### config.mk
export PLATFORM = sky130hd
export DESIGN_NAME = multiword_add_seq
export DESIGN_NICKNAME = d
export VERILOG_FILES = /design/src/rtl/multiword_add_seq.sv
export SDC_FILE = /design/constraint.sdc
export NUM_CORES = 1
export LEC_CHECK = 0
export CAP_MARGIN = 15
export CORE_ASPECT_RATIO = 1.1
export CORE_MARGIN = 3
export CORE_UTILIZATION = 30
export CTS_BUF_LIST = sky130_fd_sc_hd__clkbuf_16
export DETAILED_ROUTE_END_ITERATION = 8
export SYNTH_ARGS = -nofsm -noshare
export SYNTH_HDL_FRONTEND = slang
export SYNTH_SLANG_ARGS = --single-unit
### constraint.sdc
create_clock -name clk -period 2.9 [get_ports clk]
set_input_delay 0.29 -clock clk [delete_from_list [all_inputs] [get_ports clk]]
set_output_delay 0.29 -clock clk [all_outputs]
set_load 0.01 [all_outputs]
### src/rtl/multiword_add_seq.sv
// -----------------------------------------------------------------------------
// multiword_add_seq
//
// Purpose:
//    Adds two wide operands of N*WORDS bits that arrive as a stream of N-bit
//    word pairs, least-significant word first. The block uses one N-bit slice
//    adder and carries between words in a register. Each accepted word pair
//    produces one result word one cycle later. The result word is held in a
//    single output register with valid/ready handshaking. The last word of an
//    operation is flagged with out_last and carries the final carry-out.
//
// Optional feature:
//    `define MULTIWORD_ADD_SEQ_SUB_EN adds the input port 'sub'. The block
//    samples 'sub' when it accepts word 0 and holds it for the rest of that
//    operation. With sub=1 the block computes A-B as A + ~B + 1, and
//    out_cout=1 then means no borrow occurred. Without the macro there is no
//    sub port, and the block always adds with an initial carry of 0.
//
// Parameters:
//    N      - width of one operand word (slice adder width)
//    WORDS  - words per operand (>= 1)
//
// Ports:
//    clk        in   clock; all state changes on the rising edge
//    rst_n      in   asynchronous active-low reset
//    sub        in   subtract select (only with MULTIWORD_ADD_SEQ_SUB_EN)
//    in_valid   in   an operand word pair is present
//    in_ready   out  the block accepts the word pair this cycle
//    a_word     in   operand A word, LS word first
//    b_word     in   operand B word, LS word first
//    out_valid  out  out_sum holds a result word
//    out_ready  in   the consumer takes the result word
//    out_sum    out  result word
//    out_last   out  out_sum is the MS word of an operation
//    out_cout   out  final carry-out; 0 unless out_last=1
// -----------------------------------------------------------------------------
module multiword_add_seq #(
   parameter int N     = 64,
   parameter int WORDS = 4
) (
   input  logic         clk,
   input  logic         rst_n,
`ifdef MULTIWORD_ADD_SEQ_SUB_EN
   input  logic         sub,
`endif
   input  logic         in_valid,
   output logic         in_ready,
   input  logic [N-1:0] a_word,
   input  logic [N-1:0] b_word,
   output logic         out_valid,
   input  logic         out_ready,
   output logic [N-1:0] out_sum,
   output logic         out_last,
   output logic         out_cout
);

   // The word counter keeps at least one bit, so WORDS=1 still elaborates.
   localparam int CW = (WORDS > 1) ? $clog2(WORDS) : 1;
   localparam logic [CW-1:0] LAST_IDX = CW'(WORDS - 1);

   typedef enum logic [0:0] {
      ST_IDLE = 1'b0,   // no operation in flight; count 0, carry 0
      ST_BUSY = 1'b1    // at least one word of the current operation accepted
   } state_t;

   state_t          r_state;
   logic [CW-1:0]   r_count;
   logic            r_carry;
   logic            r_out_valid;
   logic [N-1:0]    r_sum;
   logic            r_last;
   logic            r_cout;
`ifdef MULTIWORD_ADD_SEQ_SUB_EN
   logic            r_sub;
`endif

   logic            w_in_ready;
   logic            w_accept;
   logic            w_first;
   logic            w_is_last;
   logic            w_cin;
   logic [N-1:0]    w_b_eff;
   logic [N:0]      w_full;

   // Handshake: one output register, so new input is taken only when that
   // register is empty or is being drained in this same cycle.
   always_comb begin
      w_in_ready = !r_out_valid || out_ready;
      w_accept   = in_valid && w_in_ready;
   end

   // Word position: IDLE always means the next accepted word is word 0.
   always_comb begin
      w_first   = (r_state == ST_IDLE);
      w_is_last = (r_count == LAST_IDX);
   end

`ifdef MULTIWORD_ADD_SEQ_SUB_EN
   // Operand conditioning for add/subtract. Word 0 uses the live sub input,
   // and later words use the sub value latched at word 0. Subtraction
   // preloads the carry-in with 1 on word 0 (two's complement of B).
   always_comb begin
      if (w_first) begin
         w_b_eff = sub ? ~b_word : b_word;
         w_cin   = sub;
      end else begin
         w_b_eff = r_sub ? ~b_word : b_word;
         w_cin   = r_carry;
      end
   end
`else
   // Operand conditioning for add only. The carry register is 0 in IDLE, so
   // word 0 naturally starts with a carry-in of 0.
   always_comb begin
      w_b_eff = b_word;
      w_cin   = r_carry;
   end
`endif

   // Slice adder: the N+1-bit result gives the sum word and its carry-out.
   always_comb begin
      w_full = {1'b0, a_word} + {1'b0, w_b_eff} + {{N{1'b0}}, w_cin};
   end

   // Control FSM, the carry chain, and the output register in one place.
   // The last word wraps the count and clears the carry on the same edge,
   // so a following operation can start on the very next cycle.
   always_ff @(posedge clk or negedge rst_n) begin
      if (!rst_n) begin
         r_state     <= ST_IDLE;
         r_count     <= {CW{1'b0}};
         r_carry     <= 1'b0;
         r_out_valid <= 1'b0;
         r_sum       <= {N{1'b0}};
         r_last      <= 1'b0;
         r_cout      <= 1'b0;
`ifdef MULTIWORD_ADD_SEQ_SUB_EN
         r_sub       <= 1'b0;
`endif
      end else begin
         if (w_accept) begin
            r_out_valid <= 1'b1;
            r_sum       <= w_full[N-1:0];
`ifdef MULTIWORD_ADD_SEQ_SUB_EN
            if (w_first) begin
               r_sub <= sub;
            end else begin
               r_sub <= r_sub;
            end
`endif
            if (w_is_last) begin
               r_last  <= 1'b1;
               r_cout  <= w_full[N];
               r_carry <= 1'b0;
               r_count <= {CW{1'b0}};
               r_state <= ST_IDLE;
            end else begin
               r_last  <= 1'b0;
               r_cout  <= 1'b0;
               r_carry <= w_full[N];
               r_count <= r_count + {{(CW-1){1'b0}}, 1'b1};
               r_state <= ST_BUSY;
            end
         end else if (r_out_valid && out_ready) begin
            // The consumer took the word and nothing replaced it. The data
            // fields keep their last value; only valid drops.
            r_out_valid <= 1'b0;
         end else begin
            r_out_valid <= r_out_valid;
         end
      end
   end

   // Output mapping.
   always_comb begin
      in_ready  = w_in_ready;
      out_valid = r_out_valid;
      out_sum   = r_sum;
      out_last  = r_last;
      out_cout  = r_cout;
   end

endmodule

Yosys cells after proc, flatten, opt, wreduce, memory -nomap -nowiden

Cells that the tools add are included.
Widths: inputs -> output; s select.

Register bits after elaboration: 70
Input bits: 132
Output and inout port bits: 68
Logic and storage cells: 21

$add $sub $neg: 3
Equal/unequal tests: 1
Mux-type cells: 6
Reduce and logical (&&, ||, !) cells: 5

Operators by type and width:

| kind                | count |
|---|---|
| $add 64x64->65      | 1 |
| $add 65x1->65       | 1 |
| $mux 1              | 5 |
| $add 2x1->2 const B | 1 |
| $eq 2x2->1 const B  | 1 |
| $logic_and 1x1->1   | 2 |
| $mux 2              | 1 |
| $reduce_bool 2->1   | 1 |
| $logic_not 1->1     | 1 |
| $logic_or 1x1->1    | 1 |

Depth between registers and ports, before layout

Word-level depth: 4
Depth in mapped cells: 13
Mapped depth without buffers: 13

Least setup slack after synthesis

OpenSTA, ideal clock, no wires.

Path kind: register to register
Start point: register r_carry
End point: register r_carry
Setup time: 131 ps
Arrival time: 2958 ps
Required time: 2769 ps
Path slack: -188 ps
Stages on the path, launching flop included: 14
Buffers on the path: 0
Clock period less this slack: 3088 ps
Cells stage by stage: dfrtp_1 fa_1 inv_1 fa_1 nor2b_1 o21ai_0 a2111o_1 nand3_2 a31o_1 a211o_1 a311o_1 a221o_1 a21oi_2 o31ai_1

Cells in the longest elaborated chain, start to end: 2

Ends and longest elaborated chain:

| element                | RTL line | text |
|---|---|---|
| from (decl)            | 68       | `logic r_carry;` |
| from (signal assigned) | 160      | `r_carry <= w_full[N];` |
| $add 65x1->65          | 122      | `w_full = {1'b0, a_word} + {1'b0, w_b_eff} + {{N{1'b0}}, w_cin};` |
| $mux 1                 | 151      | `if (w_is_last) begin` |

Every way passes these cells.
A chain may end at the register's enable or synchronous reset.

Final worst setup path

Ends and elaborated chain as after synthesis.

==> results_dict.tcl <==
set metrics [dict create \
    status "finished with violations" \
    violations "setup timing" \
    synth_area_um2 6261 \
    vias_per_cell 5.025 \
    fp-row-count 54 \
    finalMaxSlewViolations 0 \
    n_fill_cell 1908 \
    worstMarginPinSlew_ns 0.9767 \
    fmax_mhz 319.7 \
    irDropWorstVdd_mv 0.2697 \
    crit_buf_inv 1 \
    maxSlewHeadroom 0.3489 \
    path_delay_family "compound AO/OA/AOI/OAI gates" \
    dr_wl_met3_um 965 \
    fin_crit_sh 1.078 \
    met2WireLength_mm 10.92 \
    crit_path_end_kind "flop" \
    power_density_nw_per_um2 469.5 \
    start_util 0.3110 \
    ys_seq_area_frac 0.2798 \
    critPathMaxFanout 3 \
    synth_top_family_by_area "compound AO/OA/AOI/OAI gates" \
    power_mw 4.966 \
    grt_max_degree 98 \
    reg2reg_from "r_carry$_DFFE_PN0P_" \
    cp-start-kind "flop" \
    fin_nets 1345 \
    io_buffers 199 \
    num_vias 7055 \
    post-dp-hpwl_mm 17.85 \
    path_class "reg -> reg" \
    worstPathCellList "fa_2 -> inv_2 -> fa_2 -> nor2b_4 -> o21ai_2 -> a2111o_1 -> nand3_4 -> a31o_1 -> a211o_1 -> a311o_1 -> a221o_1 -> a21oi_2 -> o31ai_1" \
    ys_seq_elements 70 \
    syn_nets 985 \
    antenna_found_initial 0 \
    tns_ns -1.014 \
    top_layer_used "met4" \
    routed_wl_mm 21.97 \
    mostFrequentLayoutCell "clkdlybuf4s50_1" \
    routedWlPerCell_um 15.64 \
    cp_slowest_stage_delay_ns 0.42 \
    cts_sinks 70 \
    fin_worst_skew_ns 0.004979 \
    grt_setup_unrepaired "yes" \
    netlist-cell-type-count 55 \
    cts_buffer_depth 2 \
    required_ns 3.12 \
    synthCells 787 \
    synthXorXnorAreaFrac 0.08253 \
    fin_crit_ns 3.128 \
    cap_viol_max_count 0 \
    final_cell_mix "clkdlybuf4s50_1 (196), buf_4 (190), nand2_1 (110), dfrtp_1 (70), o21ai_0 (68)" \
    hold_viol 0 \
    pin_count 200 \
    cts_tree "done" \
    whs_ns 0.07389 \
    synthSimpleGateAreaFrac 0.1791 \
    critical_path.startpoint "r_carry$_DFFE_PN0P_" \
    design_area_um2 10580 \
    cp.arrival_ns 3.35 \
    syn2layout_area_growth_pct 68.92 \
    diodes 0 \
    overflow 0 \
    clkLatencyLatePin_ns 0.34 \
    synthMuxAreaShare 0.001599 \
    root_buffer "clkbuf_16" \
    first_global_vias 7084 \
    hold_class "in -> async" \
    firstDrtPassIters 5 \
    worst-r2r-setup-slack_ns -0.23 \
    cpMaxStageDelayCell "dfrtp_1" \
    wl_met1_mm 9.615 \
    synthFlopType "dfrtp_1" \
    cp_common_cell "fa_2" \
    ant_nets 0 \
    synth_compound_area_frac 0.2820 \
    cts_hold_buf 0 \
    cts.htree.levels 3 \
    utilization 0.5253 \
    synth-edff-count 0 \
    dp_cells 1377 \
    coreArea_um2 20130 \
    die_w_um 143.7 \
    leakagePower_nw 4.841 \
    routabilityCongestion 0.9154 \
    stdcell_count 1404 \
    setup_ws_ns -0.2275 \
    clk_pin_slew_ns 0.06 \
    finalSetupViolCount 13 \
    syn_area_per_cell_um2 7.956 \
    drt_iter0_drc 238 \
    synth_adder_area_share 0.1343 \
    die_h_um 157.5 \
    drive_gt1_frac 0.2361 \
    cts_made_buffers 9 \
    grt_pass1_wl_mm 34.38 \
    drc_errors 0 \
    die-area_um2 22640 \
    ys_async_sr_fraction 1.000 \
    dpl_worst_slack_ns -0.6711 \
    place_area_um2 9811 \
    grt_usage 0.1878 \
    yosysWarnings 0 \
]
registers in the layout, indices dropped and copies added (netlist names):
signal,count
out_sum,64
r_count,2
out_cout,1
out_last,1
out_valid,1
r_carry,1
timing repair:
item / 4_1_cts / 5_1_grt
resized for setup: 18 / 82
setup buffers: 3 / 11
setup endpoints to repair: 19 / 37
pin swaps: 8 / 32
cloned: 0 / 0
final timing paths:
| check | to | depth (start not counted) |
|---|---|---|
| setup / recovery | r_carry$_DFFE_PN0P_ | 13 |
| hold / removal | out_valid$_DFFE_PN0P_ | 1 |
| setup reg to reg | r_carry$_DFFE_PN0P_ | 13 |
| hold reg to reg | out_sum[45]$_DFFE_PN0P_ | 2 |
| max in group asynchronous | out_sum[40]$_DFFE_PN0P_ | 1 |
| min in group clk | out_sum[0]$_DFFE_PN0P_ | 4 |
layer usage:
| metal | global-route usage | vias to the layer above |
|---|---|---|
| met4 | 0.05516 | 0 |
| met3 | 0.02431 | 28 |
| met5 | 0 | - |
| met2 | 0.3295 | 172 |
| li1 | - | 3582 |
| met1 | 0.2408 | 3273 |
layout make-up:
class / instances / area [um^2] / share of cell area
Multi-Input combinational cell: 651 / 4589 / 0.4339
Tap cell: 252 / 315.3 / 0.02981
Sequential cell: 70 / 1752 / 0.1656
Clock inverter: 7 / 96.34 / 0.009109
Timing Repair Buffer: 398 / 3535 / 0.3342
Clock buffer: 9 / 225.2 / 0.02129
Inverter: 17 / 63.81 / 0.006033
power by group:
group          internal [mW]  leakage [nW]  switching, mW
Combinational           1.31          3.83           1.09
Sequential              1.20         0.863          0.140
Clock                  0.756         0.150          0.469
cells by family (layout without fill, tap and decap cells):
family | Yosys count | after routing
AO/OA/AOI/OAI | 288 | 288
XOR/XNOR | 59 | 59
adder cells (fa/ha/maj) | 66 | 66
buffers and inverters | 66 | 431
flip-flops | 70 | 70
multiplexers | 1 | 1
AND/OR/NAND/NOR | 237 | 237
cells in the mapped netlist, types with 5 or more instances:
library cell / count / area (um^2)
nand2_1: 112 / 420.4
or3_1: 5 / 31.28
inv_1: 17 / 63.81
nand2b_1: 7 / 43.79
nand4_1: 31 / 193.9
dfrtp_1: 70 / 1752
xnor2_1: 35 / 306.5
ha_1: 64 / 800.8
and3_1: 8 / 50.05
a211o_1: 5 / 43.79
nand3_1: 7 / 35.03
o21ai_0: 98 / 490.5
clkbuf_1: 48 / 180.2
a21oi_1: 74 / 370.4
a31oi_1: 12 / 75.07
o31ai_1: 6 / 45.04
nor2_1: 33 / 123.9
nor3_1: 10 / 50.05
xor2_1: 24 / 210.2
nor2b_1: 7 / 43.79
a21o_1: 42 / 315.3
o21bai_1: 15 / 112.6
(Power assumes the default switching activity.)
==> patch 1, RTL diff (same flow settings) <==
`WORDS`: 4 -> 2.
--- a/src/rtl/multiword_add_seq.sv
+++ b/src/rtl/multiword_add_seq.sv
@@ -38,3 +38,3 @@
    parameter int N     = 64,
-   parameter int WORDS = 4
+   parameter int WORDS = 2
 ) (
Function: changed (a bounded check fails within 4 cycles, from zero or initial values and one cycle with rst_n low).
==> patch 1 against the unedited design <==
  * Final area fell by 1.5%
  * Wire length rose by 8.0%
  * Hold slack improved by 0.030 ns
  * Core utilization fell by 2.8 points
  * Synthesized cell count rose by 3.6%
  * Sequential share of layout area barely moved
  * Sequential cell count fell by 1
  * Synthesized area rose by 4.0%
  * Worst setup slack improved by 0.26 ns
  * Via count rose by 1.3%
  * Maximum frequency rose by 9.2%
  * Total power rose by 0.15%
  * Critical endpoint is now out_sum[62]
==> patch 1: results (changes against the unedited design) <==
Synth Warn # 0 (unchanged); Hold WC Path Type in -> async; Met1 Routed Length 10.4 mm (+8.6%); met2 Use GR 34.4% (+1.4 points); data arrival time of the critical path 3.15 ns (-0.20 ns); skew final 0.00934 ns (+0.00436 ns); number of buffers between clock root and the deepest sink 2 (unchanged); detailed-routed wire length on met2 11.7 mm (+7.1%); outcome finished clean; Synth Area in Compound Gates 29.0% (+0.77 points); number of H-tree branching levels 3 (unchanged); clock slew seen by the registers of the worst setup and hold paths 0.06 ns (about the same); sequential element share of the synthesized area 26.5% (-1.5 points); number of global-route vias before repair 7343 (+3.7%); vias post-DR 7144 (+1.3%); maximum ir drop on the vdd rail 0.265 mV (-1.6%); initial drt markers 347 (+46%); cell with the largest stage delay on the worst path dfrtp_1; area share of fa/ha/maj cells after synthesis 12.7% (-0.71 points); Inserted Diodes 0 (unchanged); share of final-layout standard cells stronger than drive strength 1 20.4% (-3.2 points); post-place instance area 9930 sq um (+1.2%); wire length on met3 1.18 mm (+22%); Synth async-reset ratio 100% (unchanged); cell at the root of the clock tree clkbuf_16; pre-CTS setup slack -0.487 ns (+0.184 ns); net count of the finished layout 1351 (+0.45%); Inserted Clock Buffers 9 (unchanged); initial antenna violation count 0 (unchanged); final weighted congestion in routability-driven placement 0.917 (+0.19%); post-synthesis mux area share 0.634% (+0.47 points); insertion delay of the later-clocked pin in the worst-skew pair 0.35 ns; Overall Global Routing Usage 19.5% (+0.73 points); maximum cell stage delay along the critical path 0.40 ns (-0.02 ns); Post-Syn Nets 1012 (+2.7%); most frequent cells after synthesis nand2_1, o21ai_0, a21oi_1, dfrtp_1, ha_1; actual transition at the worst max-transition pin 0.999 ns (+0.0227 ns); Crit Path Max Fanout 4 (+1); number of distinct library cell variants in the gate-level netlist after synthesis 82 (+49%); uppermost metal layer occupied by signal nets met4; First-pass DRT Iterations 4 (-1); detailed placement HPWL 19.5 mm (+9.3%); net switching fraction of the power 35.3% (+1.2 points); Port-buffer cells 199 (unchanged); met3 Resource Use GR 3.70% (+1.3 points); first-pass GRT wire length 37.5 mm (+9.1%); xor/xnor share of the synthesized area 7.26% (-0.99 points); delay-heaviest family, CP compound AO/OA/AOI/OAI gates; met1 track utilization from global routing 24.5% (+0.41 points); fill cell total of the finished layout 2064 (+8.2%); top post-synthesis cells by area dfrtp_1, ha_1, nand2_1, o21ai_0, a21oi_1; leakage power total 4.65 nW (-3.9%); flip-flop count of the largest register, all copies and words added 64 (unchanged); total wire length 23.7 mm (+8.0%); pin count of the biggest net entering global routing 70 (-29%)
-- patch 1: changes by cell type in the layout (fill, tap and decap cells not counted), moves of 8 or more --
cell,unedited run,this run
a21o_1,42,28
a21oi_1,64,72
buf_4,190,171
nand2_1,110,123
nand3_1,7,20
nand4_1,31,19
nor2_1,32,53
-- patch 1: metrics by stage --
stage	power, mW	std cells	TNS (ns)	util (%)
floorplan	2.39	815	0	-
CTS	4.98	1440	-0.0804	49.3
global placement	3.67	1420	-11.34	47.5
detailed placement	3.69	1420	-13.20	47.5
global route	5.27	1444	-0.890	49.8
finish	4.97	1444	0	49.8
-- patch 1: final timing paths --
check / startpoint / endpoint / slack [ns] / cells after the start
worst max-delay path: r_carry / out_sum[62] / 0.04 / 13
worst min-delay path: rst_n / out_sum[63] / 0.10 / 1
worst max register to register: r_carry / out_sum[62] / 0.04 / 13
worst min register to register: out_sum[1] / out_sum[1] / 0.47 / 2
max in group asynchronous: rst_n / out_sum[25] / 2.14 / 1
min in group clk: out_sum[1] / out_sum[1] / 0.47 / 2
-- patch 1: layout make-up --
cell class / instances / area, sq um / area share (%)
multi-input combinational: 681 / 4620 / 44.4
timing repair buffer: 372 / 3310 / 31.7
sequential: 69 / 1730 / 16.6
tap: 285 / 357 / 3.42
clock buffer: 9 / 225 / 2.16
clock inverter: 7 / 97.6 / 0.937
inverter: 21 / 78.8 / 0.757
-- patch 1: power by group through the flow --
stage	clock, mW	combinational [mW]	sequential, mW
CTS	1.27	2.34	1.36
detailed placement	0	2.31	1.37
floorplan	0	0.957	1.43
global route	1.31	2.57	1.39
global placement	0	2.29	1.37
finish	1.25	2.37	1.36
-- patch 1: what timing repair did --
item,CTS,global route
pin swaps,10,19
buffers inserted,4,4
gates resized for setup,10,16
endpoints found under the setup margin,18,31
==> patch 2, RTL diff (same flow settings) <==
Without the edit above. Make the reset (`rst_n`) synchronous in one clocked block. Comments in the files are not updated.
--- a/src/rtl/multiword_add_seq.sv
+++ b/src/rtl/multiword_add_seq.sv
@@ -127,3 +127,3 @@
    // so a following operation can start on the very next cycle.
-   always_ff @(posedge clk or negedge rst_n) begin
+   always_ff @(posedge clk) begin
       if (!rst_n) begin
Formal check against the unedited RTL: differs if rst_n is asserted again (counterexample within 4 cycles, from zero or initial values and one cycle with rst_n low); with rst_n held inactive, the same outputs for 10 cycles.
==> patch 2 against the unedited design <==
  * Worst setup slack improved by 0.25 ns
  * Non-clock buffer count decreased by 7
  * Wire length rose by 7.0%
  * Maximum frequency is 8.7% higher
  * Critical path depth increased by 1
  * Final area is 0.78% higher
  * Sequential cell count unchanged
  * Core utilization rose by 0.23 points
  * Synthesized area is 0.62% higher
  * Total power down 12%
  * Critical endpoint is now out_sum[48]
  * Highest routed layer unchanged
==> patch 2: results (changes against the unedited design) <==
outcome finished clean; Inserted Clock Buffers 9 (unchanged); Setup violations, final 0 (-13); initial drt markers 317 (+33%); number of global-route vias before repair 7219 (+1.9%); Crit Path Max Fanout 3 (unchanged); sequential element share of the synthesized area 22.2% (-5.7 points); most frequent cells after synthesis nand2_1, a21oi_1, dfxtp_1, o21ai_0, ha_1; ANT nets after route 0 (unchanged); detailed placement HPWL 18.9 mm (+5.8%); first-pass GRT wire length 36.0 mm (+4.6%); data arrival time of the critical path 3.11 ns (-0.24 ns); leakage power total 4.57 nW (-5.5%); Synth async-reset ratio 0% (-100 points); net load switching power 1.46 mW (-14%); Post-Syn Nets 1030 (+4.6%); vias post-DR 7367 (+4.4%); pin count of the biggest net entering global routing 32 (-67%); fill cell total of the finished layout 1947 (+2.0%); net count of the finished layout 1387 (+3.1%); First-pass DRT Iterations 4 (-1); number of distinct library cell variants in the gate-level netlist after synthesis 77 (+40%); Overall Global Routing Usage 19.6% (+0.82 points); maximum ir drop on the vdd rail 0.185 mV (-31%); Port-buffer cells 199 (unchanged); skew final 0.00615 ns (+0.00117 ns); cell at the root of the clock tree clkbuf_16; number of enable flip-flop cells after synthesis 0 (unchanged); Hold WC Path Type reg -> reg; total wire length 23.5 mm (+7.0%); pre-CTS setup slack -0.756 ns (-0.0853 ns); insertion delay of the later-clocked pin in the worst-skew pair 0.35 ns; final weighted congestion in routability-driven placement 0.901 (-1.6%); share of final-layout standard cells stronger than drive strength 1 24.5% (+0.84 points); actual transition at the worst max-transition pin 0.740 ns (-0.236 ns); most used flip-flop cell after synthesis dfxtp_1; post-place instance area 9820 sq um (about the same); top post-synthesis cells by area dfxtp_1, ha_1, nand2_1, a21oi_1, o21ai_0; flip-flop count of the largest register, all copies and words added 64 (unchanged)
==> patch 2: final timing paths <==
check | from | to | slack (ns) | cells after the start
worst max-delay path | r_carry | out_sum[48] | 0.02 | 14
worst min-delay path | out_sum[61] | out_sum[61] | 0.45 | 2
worst min register to register | out_sum[61] | out_sum[61] | 0.45 | 2
worst max register to register | r_carry | out_sum[48] | 0.02 | 14
==> patch 2: per-stage QoR <==
step / cells / setup TNS (ns)
3_3_place_gp: 1424 / -19.15
4_1_cts: 1442 / -0.0608
5_1_grt: 1446 / -1.53
6_report: 1446 / 0
3_5_place_dp: 1424 / -21.22
2_1_floorplan: 832 / 0
==> patch 2: power by group through the flow <==
stage,logic (mW),registers (mW),clock network (mW)
floorplan,0.881,1.18,0
global placement,1.88,1.14,0
detailed placement,1.88,1.14,0
CTS,1.93,1.12,1.23
global route,2.21,1.13,1.26
finish,2.03,1.12,1.20
==> patch 2: logic make-up after synthesis <==
group,count (synthesis),synth area share [%]
AO/OA/AOI/OAI,294,30.9
XOR/XNOR,53,7.37
adder cells (fa/ha/maj),66,13.3
buffers and inverters,68,4.41
flip-flops,70,22.2
multiplexers,2,0.318
AND/OR/NAND/NOR,279,21.4
==> patch 2: metal layers <==
metal  track usage [%]  share of wire (%)  up-vias
li1                  -                  -     3739
met1              25.0                 43     3369
met2              33.7                 49      219
met3              2.21                4.5       40
met4              7.82                3.0        0
met5                 0                  0        -
==> patch 2: final cells by class <==
type	count	area, sq um	area share [%]
Tap cell	252	315	2.96
Clock inverter	7	88.8	0.833
Clock buffer	9	225	2.11
Multi-Input combinational cell	694	5080	47.7
Timing Repair Buffer	391	3460	32.4
Inverter	23	86.3	0.810
Sequential cell	70	1410	13.2
==> patch 2: worst max-delay path, cell delays in order (launching register included) <==
cell and delay (ns):
dfxtp_4 0.37, fa_2 0.21, inv_2 0.04, fa_2 0.34, nand2b_4 0.17, a21oi_4 0.14
o211ai_1 0.15, nand2_1 0.17, a31oi_4 0.12, buf_6 0.14, o21a_4 0.22, o31a_1 0.31
o21ai_2 0.17, xnor2_1 0.13, o21ai_1 0.08
==> patch 2: timing repair <==
item                       in CTS  in global routing
pin swaps                      13                 34
setup buffers                   2                  6
gates resized for setup        32                 80
setup endpoints to repair      37                 39
hold endpoints to repair        0                  0
